$ cat src/rtl/cpu_ctrl_pkg.sv
// cpu_ctrl_pkg: shared ISA opcodes, ALU op codes, flag bit indices and
// controller state encodings for the 8-bit Von Neumann CPU.
package cpu_ctrl_pkg;

    localparam logic [7:0] OP_NOP   = 8'h00;
    localparam logic [7:0] OP_ALU   = 8'h10;
    localparam logic [7:0] OP_LDA   = 8'h20;
    localparam logic [7:0] OP_STA   = 8'h21;
    localparam logic [7:0] OP_LDB_I = 8'h22;
    localparam logic [7:0] OP_LDA_I = 8'h23;
    localparam logic [7:0] OP_JMP   = 8'h30;
    localparam logic [7:0] OP_JEQ   = 8'h31;
    localparam logic [7:0] OP_JGT   = 8'h32;
    localparam logic [7:0] OP_HLT   = 8'hFF;

    localparam int EQ_BIT  = 0;
    localparam int GRT_BIT = 1;

    typedef enum logic [3:0] {
        ALU_ADD, ALU_SUB, ALU_AND, ALU_OR, ALU_XOR, ALU_NOT, ALU_CMP
    } alu_op_e;

    typedef enum logic [2:0] {
        S_FETCH, S_DECODE, S_IMM, S_ALO, S_AHI, S_LOAD, S_HALT
    } state_e;

endpackage

$ cat src/rtl/cpu_ctrl_if.sv
// cpu_ctrl_if: memory port and ALU port between the controller (master)
// and the RAM/ALU pair (slave).
interface cpu_ctrl_if #(
    parameter int ADDR_WIDTH = 16,
    parameter int DATA_WIDTH = 8
);

    logic [ADDR_WIDTH-1:0] mem_addr;
    logic                  mem_rw;
    logic [DATA_WIDTH-1:0] mem_wdata;
    logic [DATA_WIDTH-1:0] mem_q;
    logic [3:0]            alu_op;
    logic [DATA_WIDTH-1:0] alu_a;
    logic [DATA_WIDTH-1:0] alu_b;
    logic [DATA_WIDTH-1:0] alu_flags;
    logic [DATA_WIDTH-1:0] alu_c;
    logic [DATA_WIDTH-1:0] alu_new_flags;

    modport master (
        output mem_addr, mem_rw, mem_wdata, alu_op, alu_a, alu_b, alu_flags,
        input  mem_q, alu_c, alu_new_flags
    );

    modport slave (
        input  mem_addr, mem_rw, mem_wdata, alu_op, alu_a, alu_b, alu_flags,
        output mem_q, alu_c, alu_new_flags
    );

endinterface

$ cat src/rtl/cpu_decode.sv
// cpu_decode: combinational opcode classifier.
module cpu_decode
    import cpu_ctrl_pkg::*;
(
    input  logic [7:0] op,
    output logic       is_alu,
    output logic       is_imm,
    output logic       is_abs,
    output logic       is_jmp,
    output logic       is_hlt,
    output logic       is_illegal
);

    assign is_alu     = (op & 8'hF0) == OP_ALU && op[3:0] <= ALU_CMP;
    assign is_imm     = op == OP_LDB_I || op == OP_LDA_I;
    assign is_jmp     = op == OP_JMP || op == OP_JEQ || op == OP_JGT;
    assign is_abs     = is_jmp || op == OP_LDA || op == OP_STA;
    assign is_hlt     = op == OP_HLT;
    assign is_illegal = !(is_alu || is_imm || is_abs || is_hlt || op == OP_NOP);

endmodule

$ cat src/rtl/cpu_ctrl.sv
// cpu_ctrl: fetch/decode/execute controller holding PC, A, B, FLAGS, IR
// and the operand-address latch; drives the RAM port and the ALU.
module cpu_ctrl
    import cpu_ctrl_pkg::*;
#(
    parameter int                    ADDR_WIDTH = 16,
    parameter int                    DATA_WIDTH = 8,
    parameter logic [ADDR_WIDTH-1:0] RESET_PC   = '0
) (
    input  logic           clk,
    input  logic           rst,
    input  logic           run,
    cpu_ctrl_if.master     bus,
    output logic           halted,
    output logic           illegal
);

    state_e                state_q, state_d;
    logic [ADDR_WIDTH-1:0] pc_q, pc_d;
    logic [DATA_WIDTH-1:0] a_q, a_d, b_q, b_d, flags_q, flags_d;
    logic [DATA_WIDTH-1:0] ir_q, ir_d, tmp_q, tmp_d;
    logic                  halted_q, halted_d, illegal_q, illegal_d;
    logic [ADDR_WIDTH-1:0] pc_inc, target;
    logic [7:0]            dec_op;
    logic                  is_alu, is_imm, is_abs, is_jmp, is_hlt, is_illegal;
    logic                  is_cmp, taken;

    // The opcode is only on mem_q during decode; later states classify IR.
    assign dec_op = state_q == S_DECODE ? bus.mem_q : ir_q;

    cpu_decode u_dec (
        .op         (dec_op),
        .is_alu     (is_alu),
        .is_imm     (is_imm),
        .is_abs     (is_abs),
        .is_jmp     (is_jmp),
        .is_hlt     (is_hlt),
        .is_illegal (is_illegal)
    );

    assign pc_inc = pc_q + ADDR_WIDTH'(1);
    assign target = ADDR_WIDTH'({bus.mem_q, tmp_q});
    assign is_cmp = bus.mem_q[3:0] == ALU_CMP;
    assign taken  = ir_q == OP_JMP || (ir_q == OP_JEQ && flags_q[EQ_BIT])
                 || (ir_q == OP_JGT && flags_q[GRT_BIT]);

    assign bus.mem_wdata = a_q;
    assign bus.alu_op    = bus.mem_q[3:0];
    assign bus.alu_a     = a_q;
    assign bus.alu_b     = b_q;
    assign bus.alu_flags = flags_q;
    assign halted        = halted_q;
    assign illegal       = illegal_q;

    always_comb begin
        state_d      = state_q;
        pc_d         = pc_q;
        a_d          = a_q;
        b_d          = b_q;
        flags_d      = flags_q;
        ir_d         = ir_q;
        tmp_d        = tmp_q;
        halted_d     = halted_q;
        illegal_d    = illegal_q;
        bus.mem_addr = pc_q;
        bus.mem_rw   = 1'b0;
        case (state_q)
            S_FETCH: begin
                pc_d    = run ? pc_inc : pc_q;
                state_d = run ? S_DECODE : S_FETCH;
            end
            S_DECODE: begin
                ir_d      = bus.mem_q;
                pc_d      = (is_imm || is_abs) ? pc_inc : pc_q;
                a_d       = (is_alu && !is_cmp) ? bus.alu_c : a_q;
                flags_d   = (is_alu && is_cmp) ? bus.alu_new_flags : flags_q;
                halted_d  = is_hlt || is_illegal;
                illegal_d = illegal_q || is_illegal;
                state_d   = is_imm ? S_IMM : is_abs ? S_ALO
                          : (is_hlt || is_illegal) ? S_HALT : S_FETCH;
            end
            S_IMM: begin
                a_d     = ir_q == OP_LDA_I ? bus.mem_q : a_q;
                b_d     = ir_q == OP_LDB_I ? bus.mem_q : b_q;
                state_d = S_FETCH;
            end
            S_ALO: begin
                tmp_d   = bus.mem_q;
                pc_d    = pc_inc;
                state_d = S_AHI;
            end
            S_AHI: begin
                bus.mem_addr = is_jmp ? pc_q : target;
                bus.mem_rw   = ir_q == OP_STA;
                pc_d         = taken ? target : pc_q;
                state_d      = ir_q == OP_LDA ? S_LOAD : S_FETCH;
            end
            S_LOAD: begin
                a_d     = bus.mem_q;
                state_d = S_FETCH;
            end
            default: ;
        endcase
    end

    always_ff @(posedge clk or posedge rst) begin
        if (rst) begin
            state_q   <= S_FETCH;
            pc_q      <= RESET_PC;
            a_q       <= '0;
            b_q       <= '0;
            flags_q   <= '0;
            ir_q      <= '0;
            tmp_q     <= '0;
            halted_q  <= 1'b0;
            illegal_q <= 1'b0;
        end else begin
            state_q   <= state_d;
            pc_q      <= pc_d;
            a_q       <= a_d;
            b_q       <= b_d;
            flags_q   <= flags_d;
            ir_q      <= ir_d;
            tmp_q     <= tmp_d;
            halted_q  <= halted_d;
            illegal_q <= illegal_d;
        end
    end

endmodule
$ cat src/flat_wrapper.sv
// flat-port wrapper written by rule: the top's interface ports become plain ports
module cpu_ctrl_flat import cpu_ctrl_pkg::*;
#(
    parameter int                    ADDR_WIDTH = 16,
    parameter int                    DATA_WIDTH = 8,
    parameter logic [ADDR_WIDTH-1:0] RESET_PC   = '0
)
  (clk, rst, run, halted, illegal, bus_mem_addr, bus_mem_rw, bus_mem_wdata, bus_alu_op, bus_alu_a, bus_alu_b, bus_alu_flags, bus_mem_q, bus_alu_c, bus_alu_new_flags);
  cpu_ctrl_if #(.ADDR_WIDTH(ADDR_WIDTH), .DATA_WIDTH(DATA_WIDTH)) bus_i ();
  input  logic clk;
  input  logic rst;
  input  logic run;
  output logic halted;
  output logic illegal;
  output wire logic [$bits(bus_i.mem_addr)-1:0] bus_mem_addr;
  output wire logic [$bits(bus_i.mem_rw)-1:0] bus_mem_rw;
  output wire logic [$bits(bus_i.mem_wdata)-1:0] bus_mem_wdata;
  output wire logic [$bits(bus_i.alu_op)-1:0] bus_alu_op;
  output wire logic [$bits(bus_i.alu_a)-1:0] bus_alu_a;
  output wire logic [$bits(bus_i.alu_b)-1:0] bus_alu_b;
  output wire logic [$bits(bus_i.alu_flags)-1:0] bus_alu_flags;
  input wire logic [$bits(bus_i.mem_q)-1:0] bus_mem_q;
  input wire logic [$bits(bus_i.alu_c)-1:0] bus_alu_c;
  input wire logic [$bits(bus_i.alu_new_flags)-1:0] bus_alu_new_flags;
  assign bus_mem_addr = bus_i.mem_addr;
  assign bus_mem_rw = bus_i.mem_rw;
  assign bus_mem_wdata = bus_i.mem_wdata;
  assign bus_alu_op = bus_i.alu_op;
  assign bus_alu_a = bus_i.alu_a;
  assign bus_alu_b = bus_i.alu_b;
  assign bus_alu_flags = bus_i.alu_flags;
  assign bus_i.mem_q = bus_mem_q;
  assign bus_i.alu_c = bus_alu_c;
  assign bus_i.alu_new_flags = bus_alu_new_flags;
  cpu_ctrl #(.ADDR_WIDTH(ADDR_WIDTH), .DATA_WIDTH(DATA_WIDTH), .RESET_PC(RESET_PC)) u_core (.clk(clk), .rst(rst), .run(run), .bus(bus_i), .halted(halted), .illegal(illegal));
endmodule
$ cat config.mk
export PLATFORM = sky130hd
export DESIGN_NAME = cpu_ctrl_flat
export DESIGN_NICKNAME = d
export VERILOG_FILES = /design/src/rtl/cpu_ctrl_pkg.sv /design/src/rtl/cpu_ctrl_if.sv /design/src/rtl/cpu_decode.sv /design/src/rtl/cpu_ctrl.sv /design/src/flat_wrapper.sv
export SDC_FILE = /design/constraint.sdc
export NUM_CORES = 1
export LEC_CHECK = 0
export CORE_MARGIN = 4
export CORE_UTILIZATION = 55
export CTS_BUF_LIST = sky130_fd_sc_hd__clkbuf_2
export DETAILED_ROUTE_END_ITERATION = 10
export HOLD_SLACK_MARGIN = 0.1
export PLACE_DENSITY = 0.87
export SETUP_SLACK_MARGIN = 0.15
export SLEW_MARGIN = 20
export SYNTH_ARGS = -nofsm -noshare
export SYNTH_HDL_FRONTEND = slang
export SYNTH_HIERARCHICAL = 1
export SYNTH_SLANG_ARGS = --single-unit
$ cat constraint.sdc
create_clock -name clk -period 9.55 [get_ports clk]
set_clock_uncertainty 0.15 [all_clocks]
set_input_delay 1.4325 -clock clk [delete_from_list [all_inputs] [get_ports clk]]
set_output_delay 1.4325 -clock clk [all_outputs]
set_load 0.05 [all_outputs]
Word level (Yosys, flattened, before mapping)
Cells that the tools add are included.
{ "totals": {"regBits": 61, "out_inout_bits": 55} }
{ "op_classes": {"n_addsub": 1, "order_cmp": 1, "n_eq_ne": 27, "mux": 17, "reduce_logical": 31} }
{ "op_table": {"columns": ["cell", "n"], "rows": [
  ["8-bit by 6-bit equality test with 1-bit output, second input constant", 14],
  ["16-bit 2-to-1 mux", 5],
  ["16-bit one-hot mux with 4 select lines", 1],
  ["8-bit 2-to-1 mux", 3],
  ["8-bit one-hot mux with 3 select lines", 1],
  ["16-bit by 1-bit adder with 16-bit output, second input constant", 1],
  ["3-bit one-hot mux with 5 select lines", 1],
  ["1-bit logical OR", 14],
  ["3-bit 2-to-1 mux", 4],
  ["8-bit equality test, second input constant", 1],
  ["8-bit logical NOT", 1],
  ["3-bit by 2-bit equality test with 1-bit output, second input constant", 2],
  ["3-bit equality test, second input constant", 2],
  ["2-bit != test, second input constant", 3],
  ["1-bit logical AND", 5],
  ["5-bit nonzero test", 1],
  ["4-bit by 1-bit equality test with 1-bit output, second input constant", 1],
  ["4-bit by 3-bit equality test with 1-bit output, second input constant", 1],
  ["4-bit by 3-bit less-or-equal comparator with 1-bit output, second input constant", 1],
  ["2-bit by 1-bit != test with 1-bit output, second input constant", 2],
  ["2-bit AND reduction", 2],
  ["4-bit AND reduction", 1],
  ["4-bit nonzero test", 1],
  ["3-bit by 1-bit equality test with 1-bit output, second input constant", 1],
  ["6 further kinds", 8]
]} }

Depth between registers and ports, before layout
Gate-level depths: netlist of the first run.
{ "depth": {"depth_word": 16, "mapped_depth": 12, "depth_no_buf": 10} }

Cells and area by module
The synthesis of the first run kept the hierarchy.
{ "by_module_without_submodules": {"columns": ["mod", "instances", "cells_each", "area_each_um2"], "rows": [
  ["cpu_ctrl", 1, 315, 3294.4],
  ["cpu_decode", 1, 19, 113.9]
]} }

Least setup slack after synthesis of the first run
No wires, ideal clock.
{ "synth_timing": {"path_kind": "input to output", "start": "input port bus_mem_q[7]", "end": "output port bus_mem_addr[10]", "t_arrival_ps": 3777, "required_time_ps": 7967, "path_slack_ps": 4191, "stages": 7, "cell_sequence": "mux2_2 > nor4_1 > nand2_1 > a211oi_1 > nor2_2 > buf_4 > o21ai_0"} }
{ "synth_via": {"elab_chain_len": 6, "word_cells_on_any_way": 8, "cone_classes": "eq/ne: 3; mux: 3; reduce/logical: 2"} }
{ "synth_rtl": {"columns": ["item", "line_no", "rtl"], "rows": [
  ["from (decl)", "flat_wrapper.sv:22", "input wire logic [$bits(bus_i.mem_q)-1:0] bus_mem_q;"],
  ["8-bit 2-to-1 mux (*)", "cpu_ctrl.sv:29", "assign dec_op = state_q == S_DECODE ? bus.mem_q : ir_q;"],
  ["8-bit by 6-bit equality test with 1-bit output", "cpu_decode.sv:16", "assign is_jmp = op == OP_JMP || op == OP_JEQ || op == OP_JGT;"],
  ["1-bit logical OR", "cpu_decode.sv:16", null],
  ["1-bit logical OR (*)", "cpu_decode.sv:16", null],
  ["named net u_core.is_jmp", "cpu_ctrl.sv:25", "logic is_alu, is_imm, is_abs, is_jmp, is_hlt, is_illegal;"],
  ["16-bit 2-to-1 mux (*)", "cpu_ctrl.sv:93", "bus.mem_addr = is_jmp ? pc_q : target;"],
  ["16-bit 2-to-1 mux (*)", "cpu_ctrl.sv:67", "case (state_q)"],
  ["to (decl)", "flat_wrapper.sv:15", "output wire logic [$bits(bus_i.mem_addr)-1:0] bus_mem_addr;"]
]} }
Mark *: on every way through the listed nets, which the timed path passes. The rest lies on a longest branch.

Final worst setup path of the first run
{ "layout_timing": {"start": "input port bus_mem_q[2]", "end": "output port bus_mem_addr[10]"} }
{ "layout_via": {"elab_chain_len": 6, "word_cells_on_any_way": 8, "cone_classes": "eq/ne: 3; mux: 3; reduce/logical: 2"} }
{ "layout_rtl": {"columns": ["item", "line_no", "rtl"], "rows": [
  ["8-bit 2-to-1 mux (*)", "cpu_ctrl.sv:29", null],
  ["named net u_core.dec_op[2]", "cpu_ctrl.sv:24", "logic [7:0] dec_op;"],
  ["8-bit by 6-bit equality test with 1-bit output", "cpu_decode.sv:16", null],
  ["1-bit logical OR", "cpu_decode.sv:16", null],
  ["1-bit logical OR (*)", "cpu_decode.sv:16", null],
  ["named net u_core.is_jmp", "cpu_ctrl.sv:25", null],
  ["16-bit 2-to-1 mux (*)", "cpu_ctrl.sv:93", null],
  ["16-bit 2-to-1 mux (*)", "cpu_ctrl.sv:67", null]
]} }
Marked as above.

==> results of run 1 <==
-- worst max-delay path, delay by kind of cell --
family | cells | cell delay, ns
buffers and inverters | 2 | 1.45
AND/OR/NAND/NOR | 3 | 0.69
AO/OA/AOI/OAI | 2 | 0.59
multiplexers | 1 | 0.38
-- flip-flops by register name (all words and copies together) (netlist names) --
register              count
u_core/illegal            1
u_core/bus.alu_a          8
u_core/bus.alu_flags      8
u_core/ir_q               8
u_core/bus.alu_b          8
u_core/halted             1
u_core/state_q            3
u_core/tmp_q              8
u_core/pc_q              16
-- kinds of logic (layout without fill, tap and decap cells) --
family | count (synthesis) | in the layout | share of synthesized area, %
and+or+nand+nor | 100 | 100 | 16.2
muxes | 55 | 55 | 17.8
buffers and inverters | 35 | 108 | 5.80
adders and majority gates | 1 | 1 | 0.367
AOI/OAI and AO/OA | 82 | 82 | 15.1
DFF | 61 | 61 | 44.8
-- how the worst max path moves through the flow --
stage	to	slack, ns	cells past startpoint
after floorplan	bus_mem_addr[10]	4.19	7
after detailed placement	bus_mem_addr[11]	3.46	9
final	bus_mem_addr[10]	3.43	8
after global placement	bus_mem_addr[11]	3.54	8
after CTS	bus_mem_addr[11]	3.46	9
after global routing	bus_mem_addr[10]	3.20	8
-- cell type report --
cell class,instances,area (µm²)
multi-input combinational,238,1680
fill,452,1660
sequential,61,1530
timing repair buffer,84,833
tap,75,93.8
clock inverter,6,77.6
clock buffer,10,50.0
inverter,8,30.0
-- where the power goes --
part           switching [W]  total (W)  leakage, nW  internal [W]
Clock              0.0000923   0.000178       0.0808     0.0000855
Sequential        0.00000339   0.000266        0.782      0.000263
Combinational      0.0000256  0.0000450        0.907     0.0000195
Total               0.000121   0.000489         1.77      0.000367
-- stage by stage --
step	cells	total power, W	hold WS [ns]
after floorplan	334	0.000292	0.341
after global placement	466	0.000315	0.293
after detailed placement	466	0.000316	0.312
after CTS	482	0.000493	0.356
after global routing	482	0.000508	0.381
final	482	0.000489	0.341
-- synth_stat cells, drive strengths merged (2+ instances only) --
cell	count
o22ai	9
and4	3
dfrtp	61
a22oi	2
nor2	19
a21o	2
a31oi	6
and3	3
or4	2
a211oi	2
inv	8
nor2b	3
nor4	4
buf	22
nor3	5
mux2i	10
nand4	5
nor3b	4
mux2	45
a21oi	18
o21ai	27
clkbuf	5
a2bb2oi	2
nand2	34
nand3	10
nand3b	2
o41ai	2
-- metal layers --
metal / GRT usage (%) / wire [µm] / vias up
li1: - / - / 1362
met4: 10.3 / 95 / 0
met5: 0 / 0 / -
met2: 37.5 / 4140 / 157
met1: 33.4 / 3780 / 1439
met3: 4.94 / 705 / 13
==> flow_summary.yaml, run 1 <==
status:
  outcome: "finished clean"
timing:
  worst-slew-pin-transition_ns: 1.06
  layout_min_cycle_time_ns: 6.12
  finalWorstSetupSlack_ns: 3.43
  total_negative_setup_slacks_ns: 0
  max_slew_margin_pct: 29.6
  fmaxAchievable_ghz: 0.163
  final_hold_viol_count: 0
  timing.final.crit_share_pct: 64.1
  finalSetupViolCount: 0
  rsz0062_at_grt: "false"
  drv_slew: 0
route:
  routed_wl_um: 8720
  num_vias: 2971
  post_drt_wl_per_cell_um: 18.1
  route.detailed.drc: 0
  vias_per_cell: 6.16
  drt_first_iter_violations: 301
  final_antenna_net_count: 0
  detailedRoute.firstPassIterationCount: 5
grt:
  globalRoute.totalOverflow: 0
  grt_start_max_net_pins: 62
  first_global_vias: 2880
  grt_pass1_wl_um: 14200
  grt_util_all_layers_pct: 24.3
  initial_antenna_violation_count: 0
worst_setup_path:
  critPathLaunch: "bus_mem_q[2]"
  ff2ff_setup_slack_ns: 5.59
  path_cells: "clkdlybuf4s50_1, mux2_2, nor4_1, nand2_1, a211oi_1, nor2_2, o21ai_0, clkdlybuf4s50_1"
  worst_r2r_endpoint: "u_core/pc_q[10]$_DFFE_PP0P_"
  crit_path_top_delay_cell: "clkdlybuf4s50_1"
  crit-reg2reg-launch: "u_core/state_q[0]$_DFFE_PP0P_"
  worstPathRequired_ns: 7.97
  crit_path_start_kind: "input port"
  cp_data_arrival_time_ns: 4.54
  timing.critical_path.fanout_max: 19
  timing.critical_path.to_type: "output pin"
  crit_type: "input port to output pin"
  worst_reg_to_reg_cells: 10
  cp_common_cell: "clkdlybuf4s50_1"
  slowest_delay_ns: 0.86
layout:
  mostFrequentLayoutCells: "clkdlybuf4s50_1 (81), dfrtp_1 (61), mux2_2 (45)"
  num_antenna_cells: 0
  finalNetCount: 430
  post_route_cells_drive_above_1_share_pct: 18.2
  layout_commonest_cell: "clkdlybuf4s50_1"
  syn2layout_area_growth_pct: 26.0
  final_core_util_pct: 72.1
  finish.instance_area_mm2: 0.00430
logic_synthesis:
  synthesis.area_per_instance_um2: 10.2
  synth_largest_area_cell: "dfrtp_1"
  synth_seq_area_share_pct: 44.8
  post_synth_num_cell_types: 54
  synth_fp_nets: 362
  yosys-top-cells-area: "dfrtp_1 (45%), mux2_2 (15%), o21ai_0 (4.0%)"
  number_of_instances_in_the_synthesized_netlist: 334
  synth.ff_latch_count: 61
  synthDominantCellAreaShare_pct: 44.8
  yosys_most_used_dff: "dfrtp_1"
  asyncSetResetFlopFracSynth_pct: 100
  post_synth_edffs: 0
  synth_warnings: 6
  syn-cell-area_mm2: 0.00341
clock_network:
  cts.repair_timing.setup_buffer_count: 0
  resized_gates_after_cts: 0
  h_tree_level_count: 3
  clk-insertion-delay-late_ns: 0.46
  clock_tree.root_cell: "clkbuf_2"
  clock_tree.buffer_depth: 2
  cts.hold.buffers_added: 0
  cts-buffers-inserted: 9
  clk_transition_reported_paths_ns: 0.16
  clock_sinks: 61
  tritoncts: "done"
power_and_ir_drop:
  leakagePower_nw: 1.77
  peakVddDrop_mv: 0.109
  pwrdens_mw_per_mm2: 114
place:
  placement.setup.worst_slack_ns: 3.46
  dpl-instance-area_mm2: 0.00417
  count_of_port_buffers_added_during_placement: 81
  dp_hpwl_um: 6160
  placer_congestion: 0.974
min_path:
  worst_hold_stages: 1
  min_delay_worst_endpoint: "u_core/illegal$_DFFE_PP0P_"
  min_from: "u_core/illegal$_DFFE_PP0P_"
  hold_path.class: "flop to flop"
floorplanning:
  fp.dieArea_mm2: 0.00752
  std_cell_rows: 28
  start_util_pct: 57.2
  core-area_mm2: 0.00596
  io_pins: 82
  die_w_um: 86.7
  floorplan.die.height_um: 86.7
job:
  drv_cap: 0
Note: power is estimated with default switching activity, not from simulation.
==> run 2: changes to the inputs <==
Settings changed: CORE_UTILIZATION 55 to 47, PLACE_DENSITY 0.87 to 0.79.
Clock period 9.55 ns to 5.61 ns, I/O delays scaled along.
==> run 2 against run 1 <==
Sequential share of layout area down 0.99 points; worst setup slack lost 2.9 ns; first-iteration DRC count grew 9.3%; cell area increased by 2.9%; die area rose by 15%; cell count is 6.2% higher; register-to-register slack got worse by 3.8 ns; utilization is 8.2 points lower; combinational power is 81% higher; flip-flop and latch count unchanged; total power rose by 71%; critical path type is now flop to output pin; critical path depth is 1 higher.
==> flow_summary.yaml, run 2 (synthesis gave the netlist of run 1 again) <==
floorplanning:
  core-area_mm2: 0.00691
  io_pins: 82
  start_util_pct: 49.3
  fp.dieArea_mm2: 0.00868
  die_w_um: 93.2
  std_cell_rows: 30
  floorplan.die.height_um: 93.2
worst_setup_path:
  path_cells: "nor3b_2, buf_4, mux2_2, nor4_1, nand2_1, a211oi_1, nor2_2, mux2_2, clkdlybuf4s50_1"
  timing.critical_path.fanout_max: 19
  crit-reg2reg-launch: "u_core/state_q[2]$_DFFE_PP0P_"
  worst_reg_to_reg_cells: 10
  timing.critical_path.to_type: "output pin"
  crit_path_top_delay_cell: "clkdlybuf4s50_1"
  crit_path_start_kind: "flop"
  cp_common_cell: "mux2_2"
  worstPathBufferInverterCount: 2
  crit_type: "flop to output pin"
  cp_data_arrival_time_ns: 4.06
  worst_path_dominant_cell_family: "simple AND/OR/NAND/NOR gates"
  worst_r2r_endpoint: "u_core/pc_q[0]$_DFFE_PP0P_"
  ff2ff_setup_slack_ns: 1.76
  worstPathRequired_ns: 4.62
  slowest_delay_ns: 0.80
layout:
  post_layout_nonfiller_instances: 512
  final_core_util_pct: 64.0
  num_antenna_cells: 0
  syn2layout_area_growth_pct: 29.6
  layout_commonest_cell: "clkdlybuf4s50_1"
  mostFrequentLayoutCells: "clkdlybuf4s50_1 (73), dfrtp_1 (61), mux2_2 (45)"
  largest_register_ffs: 16
  finish.instance_area_mm2: 0.00442
  seq_area_mm2: 0.00153
  post_route_cells_drive_above_1_share_pct: 20.0
  fillers: 596
  multi_input_area_mm2: 0.00170
  finalNetCount: 439
  max_flop_register: "u_core/pc_q"
place:
  placer_congestion: 0.915
  dpl-instance-area_mm2: 0.00426
  placed_cells: 496
  dp_hpwl_um: 6420
  count_of_port_buffers_added_during_placement: 81
route:
  route.detailed.drc: 0
  highest_layer: "met4"
  routed-wl-met3_um: 923
  routed_wl_um: 8990
  wl_met1_um: 3750
  final_antenna_net_count: 0
  drt_first_iter_violations: 329
  dr_wl_met2_um: 4180
  post_drt_wl_per_cell_um: 17.6
  vias_per_cell: 5.89
  detailedRoute.firstPassIterationCount: 5
  num_vias: 3016
timing:
  total_negative_setup_slacks_ns: 0
  layout_min_cycle_time_ns: 5.06
  rsz0062_at_grt: "false"
  max_slew_margin_pct: 40.0
  fmaxAchievable_ghz: 0.198
  finalSetupViolCount: 0
  finalHoldWorstSlack_ns: 0.339
  drv_slew: 0
  final_hold_viol_count: 0
  worst-slew-pin-transition_ns: 0.899
  timing.final.crit_share_pct: 90.1
clock_network:
  clock_sinks: 61
  cts.repair_timing.setup_buffer_count: 0
  resized_gates_after_cts: 0
  h_tree_level_count: 3
  tritoncts: "done"
  clk_transition_reported_paths_ns: 0.14
  clock_tree.root_cell: "clkbuf_2"
  cts-buffers-inserted: 9
  clock_tree.buffer_depth: 2
  clk-insertion-delay-late_ns: 0.49
  cts.hold.buffers_added: 0
min_path:
  hold_path.class: "flop to flop"
  min_delay_worst_endpoint: "u_core/illegal$_DFFE_PP0P_"
  worst_hold_stages: 1
  min_from: "u_core/illegal$_DFFE_PP0P_"
grt:
  grt_util_all_layers_pct: 21.9
  initial_antenna_violation_count: 0
  globalRoute.totalOverflow: 0
  grt_start_max_net_pins: 62
  grt_pass1_wl_um: 14700
  first_global_vias: 2840
power_and_ir_drop:
  pwrdens_mw_per_mm2: 189
  peakVddDrop_mv: 0.192
  leakagePower_nw: 1.92
status:
  outcome: "finished clean"
job:
  drv_cap: 0
run 2: cell types whose count changed in the layout (fill, tap and decap cells not counted), moves of 2 or more:
cell	previous run	this run
buf_4	3	12
clkdlybuf4s50_1	81	73
clkinv_1	2	4
dlymetal6s2s_1	0	8
run 2: cell type report:
type                            count  share of cell area (%)
Clock inverter                      7                    1.81
Timing Repair Buffer               93                    20.8
Sequential cell                    61                    34.6
Inverter                            8                   0.680
Clock buffer                        9                    1.02
Tap cell                           96                    2.72
Multi-Input combinational cell    238                    38.4
run 2: where the power goes:
part	internal, W	switching [W]	total, W
sequential	0.000447	0.00000568	0.000453
combinational	0.0000358	0.0000457	0.0000815
clock	0.000141	0.000160	0.000301
run 2: metrics by stage:
stage | power, W | setup WS (ns)
2_1_floorplan | 0.000498 | 1.09
3_3_place_gp | 0.000541 | 0.828
3_5_place_dp | 0.000543 | 0.782
4_1_cts | 0.000847 | 0.366
5_1_grt | 0.000869 | 0.264
6_report | 0.000835 | 0.554
run 2: layer usage:
| layer | global-route usage (%) | vias to the layer above |
|---|---|---|
| li1 | - | 1385 |
| met1 | 30.4 | 1424 |
| met2 | 32.8 | 193 |
| met3 | 5.07 | 14 |
| met4 | 9.40 | 0 |
| met5 | 0 | - |
run 2: worst max path at each step:
| stage | from | end | slack (ns) | cells past startpoint |
|---|---|---|---|---|
| finish | u_core/state_q[2]$_DFFE_PP0P_ | bus_mem_addr[14] | 0.55 | 9 |
| global route | u_core/state_q[2]$_DFFE_PP0P_ | bus_mem_addr[8] | 0.26 | 9 |
| floorplan | u_core/state_q[2]$_DFFE_PP0P_ | bus_mem_addr[10] | 1.09 | 9 |
| detailed placement | bus_mem_q[7] | bus_mem_addr[15] | 0.78 | 8 |
| CTS | u_core/state_q[1]$_DFFE_PP0P_ | bus_mem_addr[15] | 0.37 | 10 |
| global placement | bus_mem_q[7] | bus_mem_addr[10] | 0.83 | 8 |
==> edit 1: new RTL, settings of run 2 <==
The 7 states of `state_e` get a one-hot encoding in 7 bits.
--- a/src/rtl/cpu_ctrl_pkg.sv
+++ b/src/rtl/cpu_ctrl_pkg.sv
@@ -20,8 +20,8 @@
         ALU_ADD, ALU_SUB, ALU_AND, ALU_OR, ALU_XOR, ALU_NOT, ALU_CMP
     } alu_op_e;
 
-    typedef enum logic [2:0] {
-        S_FETCH, S_DECODE, S_IMM, S_ALO, S_AHI, S_LOAD, S_HALT
+    typedef enum logic [6:0] {
+        S_FETCH = 7'b0000001, S_DECODE = 7'b0000010, S_IMM = 7'b0000100, S_ALO = 7'b0001000, S_AHI = 7'b0010000, S_LOAD = 7'b0100000, S_HALT = 7'b1000000
     } state_e;
 
 endpackage
Check against the original RTL: same outputs for any inputs over 10 cycles, from zero or initial values and one cycle with rst high; not proved beyond that.
==> edit 1 against run 2 <==
- final area increased by 5.6%
- maximum frequency down 0.54%
- critical endpoint is now bus_mem_addr[6]
- worst hold slack gained 6.0 ps
- largest power group unchanged
- critical path depth is the same
- setup slack worse by 27 ps
- area after synthesis increased by 8.4%
- sequential cell count up 4
- first-iteration DRC count down 9.4%
- total power hardly changed
- wire length grew 15%
- synthesized cell count grew 14%
==> edit 1: results (changes against run 2) <==
Yosys top cell area share: 43.4% (-1.4 points)
Worst R2R End: u_core/pc_q[14]
H-tree levels: 3 (unchanged)
Met2 Wirelength: 4.84 mm (+16%)
GR Util met3: 4.76% (-0.31 points)
Hold path endpoint: u_core/illegal
Post-DP HPWL: 7.36 mm (+15%)
CP Max Fanout: 19 (unchanged)
Final #Nets: 485 (+10%)
Largest net degree at the start of global routing: 66 (+6.5%)
Post-CTS setup repair buffer count: 0 (unchanged)
Syn Inst Count: 382 (+14%)
Async SR Flop Fraction: 100% (unchanged)
GRT Overall Usage: 21.7% (-0.15 points)
Wl on met1: 4.56 mm (+22%)
DRT Pass-1 Iters: 4 (-1)
Syn_nets: 410 (+13%)
Internal power: 0.000609 W (-2.4%)
Crit path arrival time: 4090 ps (+30 ps)
Grt met2 use: 33.6% (+0.79 points)
Global-route track usage on met1: 30.4% (about the same)
Fillers: 678 (+14%)
Static Leakage: 1.94 nW (+1.2%)
Initial antenna violation count: 0 (unchanged)
WL met3: 804 um (-13%)
Hold_ws: 345 ps (+6.03 ps)
Total power: 0.000835 W (about the same)
Worst Reg-to-Reg Cells: 12 (+2)
CTS root buf: clkbuf_2
Yosys warns: 6 (unchanged)
Status: finished, final reports clean
I/O Buffers: 81 (unchanged)
Reg2reg setup slack: 1540 ps (-220 ps)
Final GP Congestion: 0.922 (+0.69%)
Share of cells above drive strength 1: 18.0% (-2.0 points)
Top post-synthesis cells by count: dfrtp_1 (64), nand2_1 (51), mux2_2 (42)
Post-synth cell types: 61 (+13%)
Final wirelength: 10.3 mm (+15%)
Maximum VDD drop: 0.120 mV (-38%)
Reg clk slew, reported paths: 180 ps (+40 ps)
Vias post-DR: 3372 (+12%)
CP top delay family: simple AND/OR/NAND/NOR gates
Worst-Skew Late Latency: 500 ps
Largest register FFs: 16 (unchanged)
Crit path capture: bus_mem_addr[6]
Hold path depth: 1 (unchanged)
Vias in the first global route: 3167 (+12%)
Top post-synthesis cells by area: dfrtp_1 (43%), mux2_2 (13%), nand2_1 (5.2%)
Worst Setup SP: u_core/state_q[6]
Seq/Total Area, Yosys: 44.1% (-0.72 points)
DRT iter0 DRCs: 298 (-9.4%)
Post-DP Area: 4530 um^2 (+6.4%)
Final Max Slew Viols: 0 (unchanged)
Slew HR: 29.2% (-11 points)
First-pass GRT wire length: 16.6 mm (+13%)
## edit 1: cell count changes in the layout (fill, tap and decap cells not counted), sizes merged, moves of 4 or more
cell and delta:
a221oi +6, a31oi +5, clkdlybuf4s50 +6, dlymetal6s2s -6
mux2i -8, nand2 +17, nand3 +4, nor2 +15
o21ai -5, o22ai +4
## edit 1: metrics by stage
| stage | cells | utilization [%] | setup slack, ps |
|---|---|---|---|
| 4_1_cts | 564 | 60.4 | 262 |
| 3_5_place_dp | 548 | 59.0 | 808 |
| 5_1_grt | 564 | 60.7 | 186 |
| 3_3_place_gp | 548 | 59.0 | 891 |
| 6_report | 564 | 60.7 | 526 |
| 2_1_floorplan | 382 | - | 1130 |
## edit 1: cell families after synthesis
kind of cell / Yosys count / synth area share [%]
buf+inv: 36 / 5.69
simple gates: 136 / 18.0
fa+ha+maj: 1 / 0.339
xor+xnor: 2 / 0.474
flops: 65 / 44.1
compound gates: 98 / 18.1
mux: 44 / 13.3
## edit 1: power by group through the flow
stage | registers (W) | clock network, W | logic [W]
after floorplan | 0.000499 | 0 | 0.0000267
after global placement | 0.000490 | 0 | 0.0000795
after detailed placement | 0.000490 | 0 | 0.0000802
after CTS | 0.000482 | 0.000280 | 0.0000805
after global routing | 0.000483 | 0.000305 | 0.0000850
final | 0.000482 | 0.000274 | 0.0000795
## edit 1: layout make-up
type	count	area, um^2	share of cell area [%]
inverter	8	30.0	0.644
clock buffer	9	45.0	0.966
sequential	65	1630	34.9
timing repair buffer	92	898	19.3
clock inverter	7	61.3	1.31
multi-input combinational	281	1870	40.2
tap	102	128	2.74
## edit 1: what timing repair did
item	in CTS	in global routing
gates resized for setup	0	5
setup endpoints to repair	0	16
hold buffers	0	0
==> edit 2: new RTL, config.mk and constraints of run 2 <==
Without the edit above. `ADDR_WIDTH` is set to 16 in 3 places; all go to 17.
--- a/src/rtl/cpu_ctrl_if.sv
+++ b/src/rtl/cpu_ctrl_if.sv
@@ -1,7 +1,7 @@
 // cpu_ctrl_if: memory port and ALU port between the controller (master)
 // and the RAM/ALU pair (slave).
 interface cpu_ctrl_if #(
-    parameter int ADDR_WIDTH = 16,
+    parameter int ADDR_WIDTH = 17,
     parameter int DATA_WIDTH = 8
 );
 
--- a/src/rtl/cpu_ctrl.sv
+++ b/src/rtl/cpu_ctrl.sv
@@ -3,7 +3,7 @@
 module cpu_ctrl
     import cpu_ctrl_pkg::*;
 #(
-    parameter int                    ADDR_WIDTH = 16,
+    parameter int                    ADDR_WIDTH = 17,
     parameter int                    DATA_WIDTH = 8,
     parameter logic [ADDR_WIDTH-1:0] RESET_PC   = '0
 ) (
--- a/src/flat_wrapper.sv
+++ b/src/flat_wrapper.sv
@@ -1,7 +1,7 @@
 // flat-port wrapper written by rule: the top's interface ports become plain ports
 module cpu_ctrl_flat import cpu_ctrl_pkg::*;
 #(
-    parameter int                    ADDR_WIDTH = 16,
+    parameter int                    ADDR_WIDTH = 17,
     parameter int                    DATA_WIDTH = 8,
     parameter logic [ADDR_WIDTH-1:0] RESET_PC   = '0
 )
Ports: changed (resized bus_mem_addr); port bits go from 82 to 83. The function was not compared with the original's and may differ.
==> edit 2 against run 2 <==
- non-clock buffer count unchanged
- sequential power up 1%
- setup slack worse by 180 ps
- total power grew 2.2%
- area after synthesis grew 2.8%
- combinational power grew 17%
- wire length grew 3.4%
- critical path type unchanged
- sequential cell count rose by 1
- sequential share of layout area grew 0.12 points
- largest cell class unchanged
- critical path depth unchanged
- final area is 1.3% higher
- synthesized cell count up 1.8%
==> edit 2: results (changes against run 2) <==
Share of cells above drive strength 1: 19.0% (-0.95 points)
Crit path arrival time: 4250 ps (+190 ps)
Final #Nets: 445 (+1.4%)
Post-DP HPWL: 6.50 mm (+1.3%)
Top post-synthesis cells by count: dfrtp_1 (62), mux2_2 (44), a21oi_1 (29)
Placed cells: 502 (+1.2%)
Top post-synthesis cells by area: dfrtp_1 (44%), mux2_2 (14%), a21oi_1 (4.1%)
Reg clk slew, reported paths: 160 ps (+20 ps)
Post-synth cell types: 57 (+5.6%)
Syn Inst Count: 340 (+1.8%)
Comb pwr: 0.0000952 W (+17%)
First-pass GRT wire length: 15.4 mm (+4.8%)
Met2 Wirelength: 4.51 mm (+8.0%)
Vias in the first global route: 3101 (+9.2%)
Post-CTS setup repair buffer count: 3 (+3)
Slew HR: 47.5% (+7.5 points)
Sw frac: 25.8% (+0.53 points)
GRT Overall Usage: 22.3% (+0.42 points)
Wl on met1: 3.95 mm (+5.4%)
Finished Layout Cells: 520 (+1.6%)
DRT iter0 DRCs: 184 (-44%)
Ys flop type: dfrtp_1
Post-DP Area: 4330 um^2 (+1.6%)
Largest register FFs: 17 (+1)
Seq/Total Area, Yosys: 44.3% (-0.52 points)
Global-route track usage on met1: 28.7% (-1.7 points)
WL met3: 782 um (-15%)
Syn_nets: 368 (+1.7%)
Final GP Congestion: 0.912 (-0.43%)
PwrDens: 191 nW/um^2 (+0.96%)
Clock share of power: 35.0% (-1.0 points)
GR Util met3: 7.65% (+2.6 points)
I/O Buffers: 82 (+1.2%)
Worst-Skew Late Latency: 480 ps
Static Leakage: 1.87 nW (-2.5%)
Vias post-DR: 3002 (-0.46%)
Pre-CTS setup slack: 700 ps (-82.2 ps)
Status: finished, final reports clean
Grt met2 use: 36.7% (+3.9 points)
Maximum VDD drop: 0.109 mV (-44%)
DRT Pass-1 Iters: 4 (-1)
Final wirelength: 9.30 mm (+3.4%)
H-tree levels: 3 (unchanged)
-- edit 2: logic make-up after synthesis --
logic type / Yosys count / synth area share, %
adders and majority gates: 1 / 0.357
DFF: 62 / 44.3
and+or+nand+nor: 99 / 16.4
AOI/OAI and AO/OA: 89 / 16.0
buffers and inverters: 35 / 6.00
muxes: 54 / 17.0
-- edit 2: path summary, 6_finish.rpt --
kind                       slack, ps              start  depth (start not counted)                   to
min in group asynchronous        730                rst                          3  u_core/bus.alu_a[3]
hold reg to reg                  330     u_core/illegal                          1       u_core/illegal
max in group asynchronous       4060                rst                          3      u_core/pc_q[16]
setup / recovery                 370  u_core/state_q[0]                          9      bus_mem_addr[5]
hold / removal                   330     u_core/illegal                          1       u_core/illegal
setup reg to reg                1560  u_core/state_q[0]                         10      u_core/pc_q[16]
-- edit 2: final cells by class --
type,count,area [um^2]
clock buffers,9,45.0
clock inverters,6,77.6
fillers,621,2780
inverters,8,30.0
multi-input cells,243,1740
flip-flops and latches,62,1550
well taps,99,124
repair buffers,93,903
